## config.mk

```make
export PLATFORM = sky130hd
export DESIGN_NAME = mup_resp_flat
export DESIGN_NICKNAME = d
export VERILOG_FILES = /design/src/rtl/mup_resp_if.sv /design/src/rtl/mup_resp.sv /design/src/flat_wrapper.sv
export SDC_FILE = /design/constraint.sdc
export NUM_CORES = 1
export LEC_CHECK = 0
export CAP_MARGIN = 20
export CORE_MARGIN = 2
export CORE_UTILIZATION = 62
export CTS_BUF_LIST = sky130_fd_sc_hd__clkbuf_16
export DETAILED_ROUTE_END_ITERATION = 12
export GPL_TIMING_DRIVEN = 1
export PLACE_DENSITY = 0.95
export SYNTH_ARGS = -nofsm -noshare
export SYNTH_HDL_FRONTEND = slang
export SYNTH_SLANG_ARGS = --single-unit
```

## constraint.sdc

```tcl
create_clock -name clk -period 6.8 [get_ports clk]
set_input_delay 1.36 -clock clk [delete_from_list [all_inputs] [get_ports clk]]
set_output_delay 1.36 -clock clk [all_outputs]
set_load 0.02 [all_outputs]
```

## src/rtl/mup_resp_if.sv

```systemverilog
// Panel-side RS-485 responder signal bundle: serial line, transceiver direction,
// panel I/O words and status strobes. The responder uses the slave view.
interface mup_resp_if;
    logic        data_i;
    logic        data_o;
    logic        dir_485;
    logic [2:0]  my_addr;
    logic [15:0] but;
    logic [23:0] an_data;
    logic [15:0] led;
    logic        led_stb;
    logic        frame_err;
    logic        busy;

    modport slave (
        input  data_i, my_addr, but, an_data,
        output data_o, dir_485, led, led_stb, frame_err, busy
    );

    modport master (
        output data_i, my_addr, but, an_data,
        input  data_o, dir_485, led, led_stb, frame_err, busy
    );
endinterface

```

## src/rtl/mup_resp.sv

```systemverilog
// MUP poll responder: decodes a 4-byte 8N1 request addressed to this unit, latches
// the LED word and answers after a fixed turnaround with a 7-byte button/analog reply.
module mup_resp #(
    parameter int BIT_DIV   = 16,
    parameter int TURN_BITS = 2,
    parameter int GAP_BITS  = 12
) (
    input  logic      clk,
    input  logic      rst,
    input  logic      clk_en,
    mup_resp_if.slave bus
);
    localparam int HALF     = BIT_DIV / 2;
    localparam int GAP_LIM  = GAP_BITS * BIT_DIV + HALF;
    localparam int TURN_LIM = TURN_BITS * BIT_DIV;
    localparam int CNT_W    = $clog2(GAP_LIM + TURN_LIM + BIT_DIV + 1);
    localparam logic [4:0] REQ_HDR = 5'b10100;
    localparam logic [4:0] RSP_HDR = 5'b01010;

    typedef enum logic [2:0] {S_IDLE, S_RX, S_CHK, S_TURN, S_TX} state_e;

    state_e           state_q, state_d;
    logic             s1_q, s2_q, prev_q;
    logic [CNT_W-1:0] cnt_q, cnt_d;
    logic [3:0]       bit_q, bit_d;
    logic [2:0]       byte_q, byte_d;
    logic             gap_q, gap_d;
    logic [7:0]       sh_q, sh_d, b0_q, b0_d, b1_q, b1_d, b2_q, b2_d, b3_q, b3_d;
    logic [15:0]      led_q, led_d, but_q, but_d;
    logic [23:0]      an_q, an_d;
    logic             tx_q, tx_d, dir_q, dir_d, busy_q, busy_d;
    logic             stb_q, stb_d, err_q, err_d;
    logic             fall;
    logic [7:0]       rsp_csum, tx_byte;

    assign fall = prev_q & ~s2_q;

    assign rsp_csum = {RSP_HDR, bus.my_addr} ^ but_q[15:8] ^ but_q[7:0]
                    ^ an_q[23:16] ^ an_q[15:8] ^ an_q[7:0];

    always_comb begin
        case (byte_q)
            3'd0:    tx_byte = {RSP_HDR, bus.my_addr};
            3'd1:    tx_byte = but_q[15:8];
            3'd2:    tx_byte = but_q[7:0];
            3'd3:    tx_byte = an_q[23:16];
            3'd4:    tx_byte = an_q[15:8];
            3'd5:    tx_byte = an_q[7:0];
            default: tx_byte = rsp_csum;
        endcase
    end

    // NOTE: every next-state signal gets its hold value first so no path infers a latch.
    always_comb begin
        state_d = state_q;
        cnt_d   = cnt_q;
        bit_d   = bit_q;
        byte_d  = byte_q;
        gap_d   = gap_q;
        sh_d    = sh_q;
        b0_d    = b0_q;
        b1_d    = b1_q;
        b2_d    = b2_q;
        b3_d    = b3_q;
        led_d   = led_q;
        but_d   = but_q;
        an_d    = an_q;
        tx_d    = tx_q;
        dir_d   = dir_q;
        busy_d  = busy_q;
        stb_d   = 1'b0;
        err_d   = 1'b0;

        case (state_q)
            S_IDLE: begin
                if (fall) begin
                    state_d = S_RX;
                    cnt_d   = '0;
                    bit_d   = 4'd0;
                    byte_d  = 3'd0;
                    gap_d   = 1'b0;
                end
            end

            S_RX: begin
                cnt_d = cnt_q + 1'b1;
                if (gap_q) begin
                    if (fall) begin
                        gap_d = 1'b0;
                        bit_d = 4'd0;
                        cnt_d = '0;
                    end else if (cnt_q == CNT_W'(GAP_LIM)) begin
                        state_d = S_IDLE;
                    end
                end else if (bit_q == 4'd0) begin
                    if (cnt_q == CNT_W'(HALF - 1)) begin
                        cnt_d = '0;
                        bit_d = 4'd1;
                        if (s2_q) state_d = S_IDLE;
                    end
                end else if (cnt_q == CNT_W'(BIT_DIV - 1)) begin
                    cnt_d = '0;
                    if (bit_q != 4'd9) begin
                        sh_d  = {s2_q, sh_q[7:1]};
                        bit_d = bit_q + 4'd1;
                    end else if (!s2_q || (byte_q == 3'd0 && sh_q[7:3] != REQ_HDR)) begin
                        err_d   = 1'b1;
                        state_d = S_IDLE;
                    end else begin
                        gap_d  = 1'b1;
                        byte_d = byte_q + 3'd1;
                        case (byte_q)
                            3'd0:    b0_d = sh_q;
                            3'd1:    b1_d = sh_q;
                            3'd2:    b2_d = sh_q;
                            default: begin
                                b3_d    = sh_q;
                                gap_d   = 1'b0;
                                state_d = S_CHK;
                            end
                        endcase
                    end
                end
            end

            S_CHK: begin
                if ((b0_q ^ b1_q ^ b2_q) != b3_q) begin
                    err_d   = 1'b1;
                    state_d = S_IDLE;
                end else if (b0_q[2:0] != bus.my_addr) begin
                    state_d = S_IDLE;
                end else begin
                    led_d   = {b1_q, b2_q};
                    stb_d   = 1'b1;
                    but_d   = bus.but;
                    an_d    = bus.an_data;
                    busy_d  = 1'b1;
                    cnt_d   = '0;
                    state_d = S_TURN;
                end
            end

            S_TURN: begin
                cnt_d = cnt_q + 1'b1;
                if (cnt_q == CNT_W'(TURN_LIM - 1)) begin
                    state_d = S_TX;
                    dir_d   = 1'b1;
                    tx_d    = 1'b0;
                    cnt_d   = '0;
                    bit_d   = 4'd0;
                    byte_d  = 3'd0;
                end
            end

            S_TX: begin
                cnt_d = cnt_q + 1'b1;
                if (cnt_q == CNT_W'(BIT_DIV - 1)) begin
                    cnt_d = '0;
                    if (bit_q == 4'd9) begin
                        if (byte_q == 3'd6) begin
                            // Last stop bit done: release the bus and clear busy together.
                            state_d = S_IDLE;
                            dir_d   = 1'b0;
                            busy_d  = 1'b0;
                            tx_d    = 1'b1;
                        end else begin
                            byte_d = byte_q + 3'd1;
                            bit_d  = 4'd0;
                            tx_d   = 1'b0;
                        end
                    end else begin
                        bit_d = bit_q + 4'd1;
                        tx_d  = (bit_q == 4'd8) ? 1'b1 : tx_byte[bit_q[2:0]];
                    end
                end
            end

            default: state_d = S_IDLE;
        endcase
    end

    always_ff @(posedge clk or posedge rst) begin
        if (rst) begin
            state_q <= S_IDLE;
            s1_q    <= 1'b1;
            s2_q    <= 1'b1;
            prev_q  <= 1'b1;
            cnt_q   <= '0;
            bit_q   <= 4'd0;
            byte_q  <= 3'd0;
            gap_q   <= 1'b0;
            sh_q    <= 8'h00;
            b0_q    <= 8'h00;
            b1_q    <= 8'h00;
            b2_q    <= 8'h00;
            b3_q    <= 8'h00;
            led_q   <= 16'h0000;
            but_q   <= 16'h0000;
            an_q    <= 24'h000000;
            tx_q    <= 1'b1;
            dir_q   <= 1'b0;
            busy_q  <= 1'b0;
            stb_q   <= 1'b0;
            err_q   <= 1'b0;
        end else begin
            // Strobes last exactly one clk even when clk_en is sparse.
            stb_q <= clk_en & stb_d;
            err_q <= clk_en & err_d;
            if (clk_en) begin
                state_q <= state_d;
                s1_q    <= bus.data_i;
                s2_q    <= s1_q;
                prev_q  <= s2_q;
                cnt_q   <= cnt_d;
                bit_q   <= bit_d;
                byte_q  <= byte_d;
                gap_q   <= gap_d;
                sh_q    <= sh_d;
                b0_q    <= b0_d;
                b1_q    <= b1_d;
                b2_q    <= b2_d;
                b3_q    <= b3_d;
                led_q   <= led_d;
                but_q   <= but_d;
                an_q    <= an_d;
                tx_q    <= tx_d;
                dir_q   <= dir_d;
                busy_q  <= busy_d;
            end
        end
    end

    assign bus.data_o    = tx_q;
    assign bus.dir_485   = dir_q;
    assign bus.led       = led_q;
    assign bus.led_stb   = stb_q;
    assign bus.frame_err = err_q;
    assign bus.busy      = busy_q;
endmodule

```

## src/flat_wrapper.sv

```systemverilog
// flat-port wrapper written by rule: the top's interface ports become plain ports
module mup_resp_flat 
#(
    parameter int BIT_DIV   = 16,
    parameter int TURN_BITS = 2,
    parameter int GAP_BITS  = 12
)
  (clk, rst, clk_en, bus_data_i, bus_my_addr, bus_but, bus_an_data, bus_data_o, bus_dir_485, bus_led, bus_led_stb, bus_frame_err, bus_busy);
  mup_resp_if bus_i ();
  input  logic clk;
  input  logic rst;
  input  logic clk_en;
  input wire logic [$bits(bus_i.data_i)-1:0] bus_data_i;
  input wire logic [$bits(bus_i.my_addr)-1:0] bus_my_addr;
  input wire logic [$bits(bus_i.but)-1:0] bus_but;
  input wire logic [$bits(bus_i.an_data)-1:0] bus_an_data;
  output wire logic [$bits(bus_i.data_o)-1:0] bus_data_o;
  output wire logic [$bits(bus_i.dir_485)-1:0] bus_dir_485;
  output wire logic [$bits(bus_i.led)-1:0] bus_led;
  output wire logic [$bits(bus_i.led_stb)-1:0] bus_led_stb;
  output wire logic [$bits(bus_i.frame_err)-1:0] bus_frame_err;
  output wire logic [$bits(bus_i.busy)-1:0] bus_busy;
  assign bus_i.data_i = bus_data_i;
  assign bus_i.my_addr = bus_my_addr;
  assign bus_i.but = bus_but;
  assign bus_i.an_data = bus_an_data;
  assign bus_data_o = bus_i.data_o;
  assign bus_dir_485 = bus_i.dir_485;
  assign bus_led = bus_i.led;
  assign bus_led_stb = bus_i.led_stb;
  assign bus_frame_err = bus_i.frame_err;
  assign bus_busy = bus_i.busy;
  mup_resp #(.BIT_DIV(BIT_DIV), .TURN_BITS(TURN_BITS), .GAP_BITS(GAP_BITS)) u_core (.clk(clk), .rst(rst), .clk_en(clk_en), .bus(bus_i));
endmodule
```

# Word-level counts from Yosys, hierarchy flattened

Index checks and enable logic that the tools add are counted.

Add/sub/neg operators: 3
$lt $le $gt $ge: 1
Equal/unequal tests: 42
Muxes and demuxes: 86
Bitwise logic cells: 18
Reductions and logical operators: 26

Operator list:

| operator                                             | number |
|---|---|
| two-way mux 3 bit                                    | 26 |
| two-way mux 8 bit                                    | 9 |
| case mux 8 bit (6 select lines)                      | 1 |
| bitwise XOR 8 bit                                    | 6 |
| two-way mux 4 bit                                    | 10 |
| case mux 8 bit (5 select lines)                      | 1 |
| AND reduction 8 bit                                  | 5 |
| two-way mux 1 bit                                    | 29 |
| case mux 4 bit (4 select lines)                      | 1 |
| case mux 3 bit (5 select lines)                      | 1 |
| != test 2 bit (second input constant)                | 7 |
| AND reduction 13 bit                                 | 1 |
| equality test 3 x 2 -> 1 bit (second input constant) | 4 |
| equality test 3 bit (second input constant)          | 4 |
| != test 2 x 1 -> 1 bit (second input constant)       | 6 |
| case mux 3 bit (4 select lines)                      | 1 |
| AND reduction 12 bit                                 | 1 |
| AND reduction 6 bit                                  | 2 |
| case mux 1 bit (2 select lines)                      | 5 |
| != test 3 bit (second input constant)                | 3 |
| adder 8 x 1 -> 8 bit (second input constant)         | 1 |
| equality test 4 bit (second input constant)          | 2 |
| equality test 8 x 3 -> 1 bit (second input constant) | 1 |
| equality test 8 x 4 -> 1 bit (second input constant) | 1 |
| other kinds (32)                                     | 48 |

Flip-flop bits (word level): 123
Input port bits: 47
Output and inout port bits: 21
Word-level logic and storage cells: 197

# Depth between registers and ports, before layout

Gate-level depths: netlist of the first run.

Word-level depth: 12
Gate-level depth with buffers: 11
Gate-level depth less buffers: 8

# Least setup slack after synthesis of the first run

Ideal clock, no wire load.

Kind: register -> register
Start: register u_core.bit_q[0]
End: register u_core.b1_q[0]
Library setup time: 125 ps
Arrival time: 2,978 ps
Data required time: 6,675 ps
Setup slack: 3,697 ps
Cell stages (with the launch flop): 11
Path buffers: 2
Period minus slack after synthesis: 3,103 ps
Cell sequence: dfrtp_1 clkbuf_1 clkinv_1 ha_1 nor3b_2 nor4_4 nand2_1 or4_4 buf_6 nor3b_4 mux2_4

Word-level cells in the longest chain between the ends: 3
Elaborated cells between the ends (all ways): 5
Classes of those cells: eq/ne: 1; bitwise: 2; reduce/logical: 2

Ends and longest elaborated chain:

| what                                                      | RTL line                        | text |
|---|---|---|
| start, declared                                           | mup_resp.sv:25                  | `logic [3:0] bit_q, bit_d;` |
| start signal, assigned                                    | mup_resp.sv:215                 | `bit_q <= bit_d;` |
| != test 4 bit / logical NOT 4 bit (equally long branches) | mup_resp.sv:103, mup_resp.sv:95 |  |
| inverter 1 bit (no line)                                  | n/a                             |  |
| AND reduction 8 bit (no line) (*)                         | n/a                             |  |
| end signal, assigned                                      | mup_resp.sv:194                 | `b1_q <= 8'h00;` |
| end signal, assigned                                      | mup_resp.sv:220                 | `b1_q <= b1_d;` |
| end, declared                                             | mup_resp.sv:28                  | `logic [7:0] sh_q, sh_d, b0_q, b0_d, b1_q, b1_d, b2_q, b2_d, b3_q, b3_d;` |

Every way passes the cells marked *; elsewhere a longest branch is shown, timed or not.
A chain may end at the register's enable or synchronous reset.

# Worst setup path after layout of the first run

Start: input bus_my_addr[0]
End: register u_core.an_q[10]

Word-level cells in the longest chain between the ends: 3

Ends and longest elaborated chain:

| what                          | RTL line           | text |
|---|---|---|
| start, declared               | flat_wrapper.sv:14 | `input wire logic [$bits(bus_i.my_addr)-1:0] bus_my_addr;` |
| != test 3 bit                 | mup_resp.sv:130    | `end else if (b0_q[2:0] != bus.my_addr) begin` |
| inverter 1 bit (no line)      | n/a                |  |
| AND reduction 4 bit (no line) | n/a                |  |
| end signal, assigned          | mup_resp.sv:225    | `an_q <= an_d;` |
| end, declared                 | mup_resp.sv:30     | `logic [23:0] an_q, an_d;` |

Every way passes these cells.

==> results of run 1 <==
[placed cells by master (no fill, tap or decap), drive strengths merged, types with 5 or more instances in the layout]
cell type,count
a21oi,14
nand2,22
a32o,6
nand2b,6
nor2,21
a221oi,6
nand4,5
ha,10
clkinv,5
nor2b,10
inv,17
mux2,103
mux2i,9
dfrtp,119
o22ai,5
xnor2,53
xor2,9
nand3,11
clkdlybuf4s50,67
clkbuf,17
o21ai,18
nor3,11
bufinv,6
[cell usage after synthesis, drive strengths merged, types with 11 or more instances]
library cell  number
nand3             11
o21ai             18
nor2              21
nand2             22
dfrtp            119
a21oi             14
nor3              11
clkbuf            23
inv               15
mux2             103
xnor2             53
[kinds of logic (layout without fill, tap and decap cells)]
| group | after synthesis | in the layout | synth area share |
|---|---|---|---|
| XOR/XNOR | 62 | 62 | 0.08217 |
| multiplexers | 112 | 112 | 0.1937 |
| flip-flops | 123 | 123 | 0.4665 |
| buffers and inverters | 45 | 119 | 0.02745 |
| adder cells (fa/ha/maj) | 10 | 10 | 0.01893 |
| AO/OA/AOI/OAI | 93 | 93 | 0.1049 |
| AND/OR/NAND/NOR | 118 | 118 | 0.1064 |
[power by group]
part | switching (mW) | internal [mW]
clock | 0.346 | 0.687
combinational | 0.0611 | 0.0713
sequential | 0.0418 | 0.757
total | 0.449 | 1.52
[flip-flops by register name (all words and copies together), names as in the netlist]
| register | flops |
|---|---|
| u_core.bus.data_o | 1 |
| u_core.s2_q | 1 |
| u_core.b2_q | 8 |
| u_core.cnt_q | 8 |
| u_core.prev_q | 1 |
| u_core.b3_q | 8 |
| u_core.bit_q | 4 |
| u_core.byte_q | 3 |
| u_core.bus.frame_err | 1 |
| u_core.b1_q | 8 |
| u_core.bus.led | 16 |
| u_core.bus.dir_485 | 1 |
| u_core.s1_q | 1 |
| u_core.state_q | 3 |
| u_core.gap_q | 1 |
| u_core.an_q | 24 |
| u_core.bus.busy | 1 |
| u_core.bus.led_stb | 1 |
| u_core.sh_q | 8 |
| u_core.b0_q | 8 |
| u_core.but_q | 16 |
[area by class of cell]
type	count	area, µm²	area share
Clock buffer	17	425.4	0.05295
Clock inverter	15	245.2	0.03052
Inverter	16	62.56	0.007787
Multi-Input combinational cell	395	3349	0.4169
Sequential cell	123	3083	0.3837
Tap cell	136	170.2	0.02118
Timing Repair Buffer	71	698.2	0.08690
[routing by layer]
metal,up-vias,GRT usage,part of all wire
met5,-,0,0
met4,0,0.1243,0.028
met3,59,0.08146,0.071
met2,275,0.5231,0.51
met1,2510,0.3986,0.39
li1,2175,-,-
[metrics by stage]
step / power, mW / std cells / hold WS (ns) / setup slack (ns)
2_1_floorplan: 0.8845 / 563 / 0.4618 / 2.176
3_3_place_gp: 0.9298 / 740 / 0.4806 / 2.688
3_5_place_dp: 0.9393 / 740 / 0.4848 / 2.547
4_1_cts: 1.965 / 772 / 0.5057 / 2.963
5_1_grt: 2.016 / 773 / 0.5290 / 2.740
6_report: 1.964 / 773 / 0.5027 / 2.888
[path summary, 6_finish.rpt]
path	end	cells after the start	slack, ns
worst min register to register	u_core.bus.led[5]	1	0.50
worst max register to register	u_core.b2_q[2]	8	2.90
max in group asynchronous	u_core.an_q[12]	3	4.02
min in group asynchronous	u_core.bus.led_stb	2	1.43
worst max-delay path	u_core.an_q[10]	7	2.89
worst min-delay path	u_core.bus.led[5]	1	0.50
==> flow_summary.yaml, run 1 <==
synth:
  synth-seq-cells: 123
  synth_top_area_cell: "dfrtp_1"
  yosysTopAreaCellShare: 0.4506
  yosysSeqAreaShare: 0.4665
  avgSynthCellArea_um2: 11.74
  synth_edf_count: 0
  synthTopCellsByArea: "dfrtp_1 (45%), mux2_2 (16%), xnor2_1 (7.0%), ha_1 (1.9%), mux2_4 (1.8%)"
  async_reset_ff_frac: 1.000
  syn_inst: 563
  ys.flop_type: "dfrtp_1"
  synth_nets: 620
  ys_warn_count: 0
  netlist-cell-type-count: 70
  syn_area_mm2: 0.006609
route:
  drt_first_pass_iters: 5
  drtAntennaViolNets: 0
  vias: 5019
  routed_wl_mm: 17.13
  drt_iter0_markers: 623
  avgRoutedWirePerCell_um: 22.16
  viasPerCell: 6.493
  drc: 0
worst_setup_path:
  startpoint: "bus_my_addr[0]"
  cp_slowest_stage_delay_ns: 0.63
  crit_required_ns: 7.10
  crit_chain: "clkdlybuf4s50_1, xnor2_1, nand3_1, nor3_1, nand3_2, buf_4, mux2_2"
  end_kind: "flip-flop"
  cpMaxStageDelayCell: "nand3_2"
  cp.arrival_ns: 4.21
  critical_path_class: "in2reg"
  startpoint_type: "primary input"
  cp_top_family: "simple AND/OR/NAND/NOR gates"
  r2r_start: "u_core.bit_q[0]"
  critPathBufInv: 2
  cp_max_fo: 32
place:
  hpwl_mm: 10.86
  placed_area_mm2: 0.007358
  gp_congestion: 0.9066
  io_buffers: 67
power:
  pwr_density_cell_mw_per_mm2: 244.5
  ir_drop_mv: 0.1735
  power_leakage_nw: 3.551
final_layout:
  fillers: 567
  area_growth_pct: 21.56
  finalInstanceArea_mm2: 0.008034
  n_antenna_cell: 0
  fin_util: 0.7782
  final_nets: 681
  drive_gt1_frac: 0.2512
grt:
  antenna_found_initial: 0
  grt_max_degree: 64
  grt_use_total: 0.3164
  grt_pass1_vias: 5238
  grt_pass1_wl_mm: 27.86
  grt_overflow: 0
floorplan:
  start_util: 0.6402
  die-area_mm2: 0.01150
  io-pin-count: 68
  die_h_um: 107.2
  rows: 37
  core_area_mm2: 0.01032
  chipWidth_um: 107.2
clock_network:
  htreeDepth: 4
  cts_hold_buf: 0
  cts_setup_buffers: 0
  clockRootBuffer: "clkbuf_16"
  cts_buffers: 17
  cts_num_sinks: 123
  ctsResizeCount: 0
  insertion_delay_ns: 0.42
  cts_tree: "yes"
  clk_path_buf_depth: 2
  path_clk_slew_ns: 0.06
timing:
  period_minus_slack_ns: 3.912
  maxSlewViolCount: 0
  max_freq_mhz: 255.6
  slew-limit-headroom: 0.3636
  hold_violations: 0
  period_share: 0.5753
  fin_skew_ns: 0.006159
  rsz0062_at_grt: "false"
  tightest_slew_ns: 0.9467
  fin_setup_tns_ns: 0
  finalSetupViolations: 0
flow_run:
  maxCapViolCount: 0
min_path:
  hold_path_startpoint: "u_core.bus.led[5]"
  hp-class: "reg2reg"
run_status:
  outcome: "finished clean"
Note: power is estimated with default switching activity, not from simulation.
==> run 2, diff against run 1 <==
--- a/config.mk
+++ b/config.mk
@@ -7,11 +7,11 @@
 export LEC_CHECK = 0
 export CAP_MARGIN = 20
 export CORE_MARGIN = 2
-export CORE_UTILIZATION = 62
+export CORE_UTILIZATION = 52
 export CTS_BUF_LIST = sky130_fd_sc_hd__clkbuf_16
 export DETAILED_ROUTE_END_ITERATION = 12
 export GPL_TIMING_DRIVEN = 1
-export PLACE_DENSITY = 0.95
+export PLACE_DENSITY = 0.88
 export SYNTH_ARGS = -nofsm -noshare
 export SYNTH_HDL_FRONTEND = slang
 export SYNTH_SLANG_ARGS = --single-unit
==> constraint.sdc (replaced) <==
create_clock -name clk -period 3.5 [get_ports clk]
set_input_delay 0.7 -clock clk [delete_from_list [all_inputs] [get_ports clk]]
set_output_delay 0.7 -clock clk [all_outputs]
set_load 0.02 [all_outputs]
==> flow_summary.yaml, run 2 (synthesis results as in run 1) <==
clock_network:
  cts_setup_buffers: 0
  cts_tree: "yes"
  clk_path_buf_depth: 2
  cts_buffers: 17
  cts_hold_buf: 0
  htreeDepth: 4
  insertion_delay_ns: 0.42
  clockRootBuffer: "clkbuf_16"
  ctsResizeCount: 0
  path_clk_slew_ns: 0.06
  cts_num_sinks: 123
min_path:
  hold_end: "u_core.b0_q[5]"
  hold_path_startpoint: "u_core.b0_q[5]"
  holdPathStages: 1
  hp-class: "reg2reg"
worst_setup_path:
  startpoint_type: "flip-flop"
  cp_max_fo: 12
  cp.arrival_ns: 3.55
  reg2reg_depth: 9
  r2r_slack_ns: 0.25
  end_kind: "flip-flop"
  crit_required_ns: 3.80
  critical_path_class: "reg2reg"
  r2r_end: "u_core.b1_q[3]"
  r2r_start: "u_core.bit_q[0]"
route:
  drc: 0
  viasPerCell: 5.923
  drtAntennaViolNets: 0
  drt_iter0_markers: 477
  routed_wl_mm: 15.70
  vias: 4833
  drt_first_pass_iters: 5
  avgRoutedWirePerCell_um: 19.24
grt:
  use_met3: 0.06435
  antenna_found_initial: 0
  grt_use_total: 0.2461
  grt_overflow: 0
  grt_busiest_layer: "met2"
  globalRouteMet1Util: 0.3173
  grt_max_degree: 124
  grt_pass1_vias: 5091
  grtUsageMet2: 0.4004
  grt_pass1_wl_mm: 25.81
final_layout:
  n_antenna_cell: 0
  area_growth_pct: 23.21
  layout_common_cells: "dfrtp_1 (119), mux2_2 (95), clkdlybuf4s50_1 (67)"
  final_common_cell: "dfrtp_1"
  final_nets: 689
  regMostFlops: "u_core.an_q"
  drive_gt1_frac: 0.2624
  instances_no_fill: 816
  finalInstanceArea_mm2: 0.008143
  largest_reg_flops: 24
  fin_util: 0.6505
place:
  dpl_worst_slack_ns: 0.3635
  placed_area_mm2: 0.007485
  gp_congestion: 0.9324
  hpwl_mm: 10.54
  io_buffers: 67
  dp_cells: 785
floorplan:
  rows: 41
  die-area_mm2: 0.01363
  core_area_mm2: 0.01252
  start_util: 0.5280
  die_h_um: 116.7
  chipWidth_um: 116.7
  io-pin-count: 68
flow_run:
  maxCapViolCount: 0
timing:
  hold_violations: 0
  hold_ws_ns: 0.4893
  maxSlewViolCount: 0
  rsz0062_at_grt: "false"
  period_minus_slack_ns: 3.251
  tightest_slew_ns: 0.6980
  period_share: 0.9290
  max_freq_mhz: 307.6
  setup_ws_ns: 0.2486
  finalSetupViolations: 0
  slew-limit-headroom: 0.5226
  fin_skew_ns: 0.007273
  fin_setup_tns_ns: 0
power:
  pwr_density_cell_mw_per_mm2: 462.6
  power_leakage_nw: 3.597
  ir_drop_mv: 0.3417
  total_power_mw: 3.767
run_status:
  outcome: "finished clean"
run 2: cell types whose count changed in the layout (fill, tap and decap cells not counted):
cell / delta
buf_12: +1
buf_2: -1
buf_4: +8
bufinv_16: -1
clkinv_1: -2
clkinv_4: -1
clkinvlp_4: -1
inv_4: -1
inv_6: +3
inv_8: +2
run 2: layout make-up:
class | instances | area (µm²)
Tap cell | 172 | 215.2
Clock inverter | 14 | 232.7
Inverter | 16 | 63.81
Clock buffer | 17 | 425.4
Timing Repair Buffer | 79 | 773.2
Sequential cell | 123 | 3083
Multi-Input combinational cell | 395 | 3349
Fill cell | 915 | 4374
run 2: critical path, cell delays in order, from the launching register on:
cell,delay (ns)
dfrtp_1,0.59
clkinv_1,0.33
ha_1,0.29
nor3b_2,0.20
nor4_4,0.33
nand2_1,0.13
or4_4,0.50
nor3b_4,0.20
buf_4,0.23
mux2_4,0.34
run 2: how the worst max path moves through the flow:
| stage | start | to | slack, ns | cells past startpoint |
|---|---|---|---|---|
| 2_1_floorplan | u_core.bit_q[0] | u_core.b1_q[0] | 0.40 | 10 |
| 3_3_place_gp | u_core.bit_q[0] | u_core.b1_q[1] | 0.49 | 9 |
| 3_5_place_dp | u_core.bit_q[0] | u_core.b1_q[3] | 0.36 | 9 |
| 4_1_cts | u_core.bit_q[0] | u_core.b1_q[3] | 0.29 | 9 |
| 5_1_grt | u_core.bit_q[0] | u_core.b1_q[3] | 0.07 | 9 |
| 6_report | u_core.bit_q[0] | u_core.b1_q[3] | 0.25 | 9 |
run 2: routing by layer:
layer	up-vias	part of all wire
met1	2461	0.41
met2	159	0.51
met3	36	0.052
met5	-	0
li1	2177	-
met4	0	0.024
run 2: power by group:
group	total, mW	switching [mW]	internal [mW]
sequential	1.55	0.0759	1.47
combinational	0.257	0.116	0.141
clock	1.96	0.684	1.28
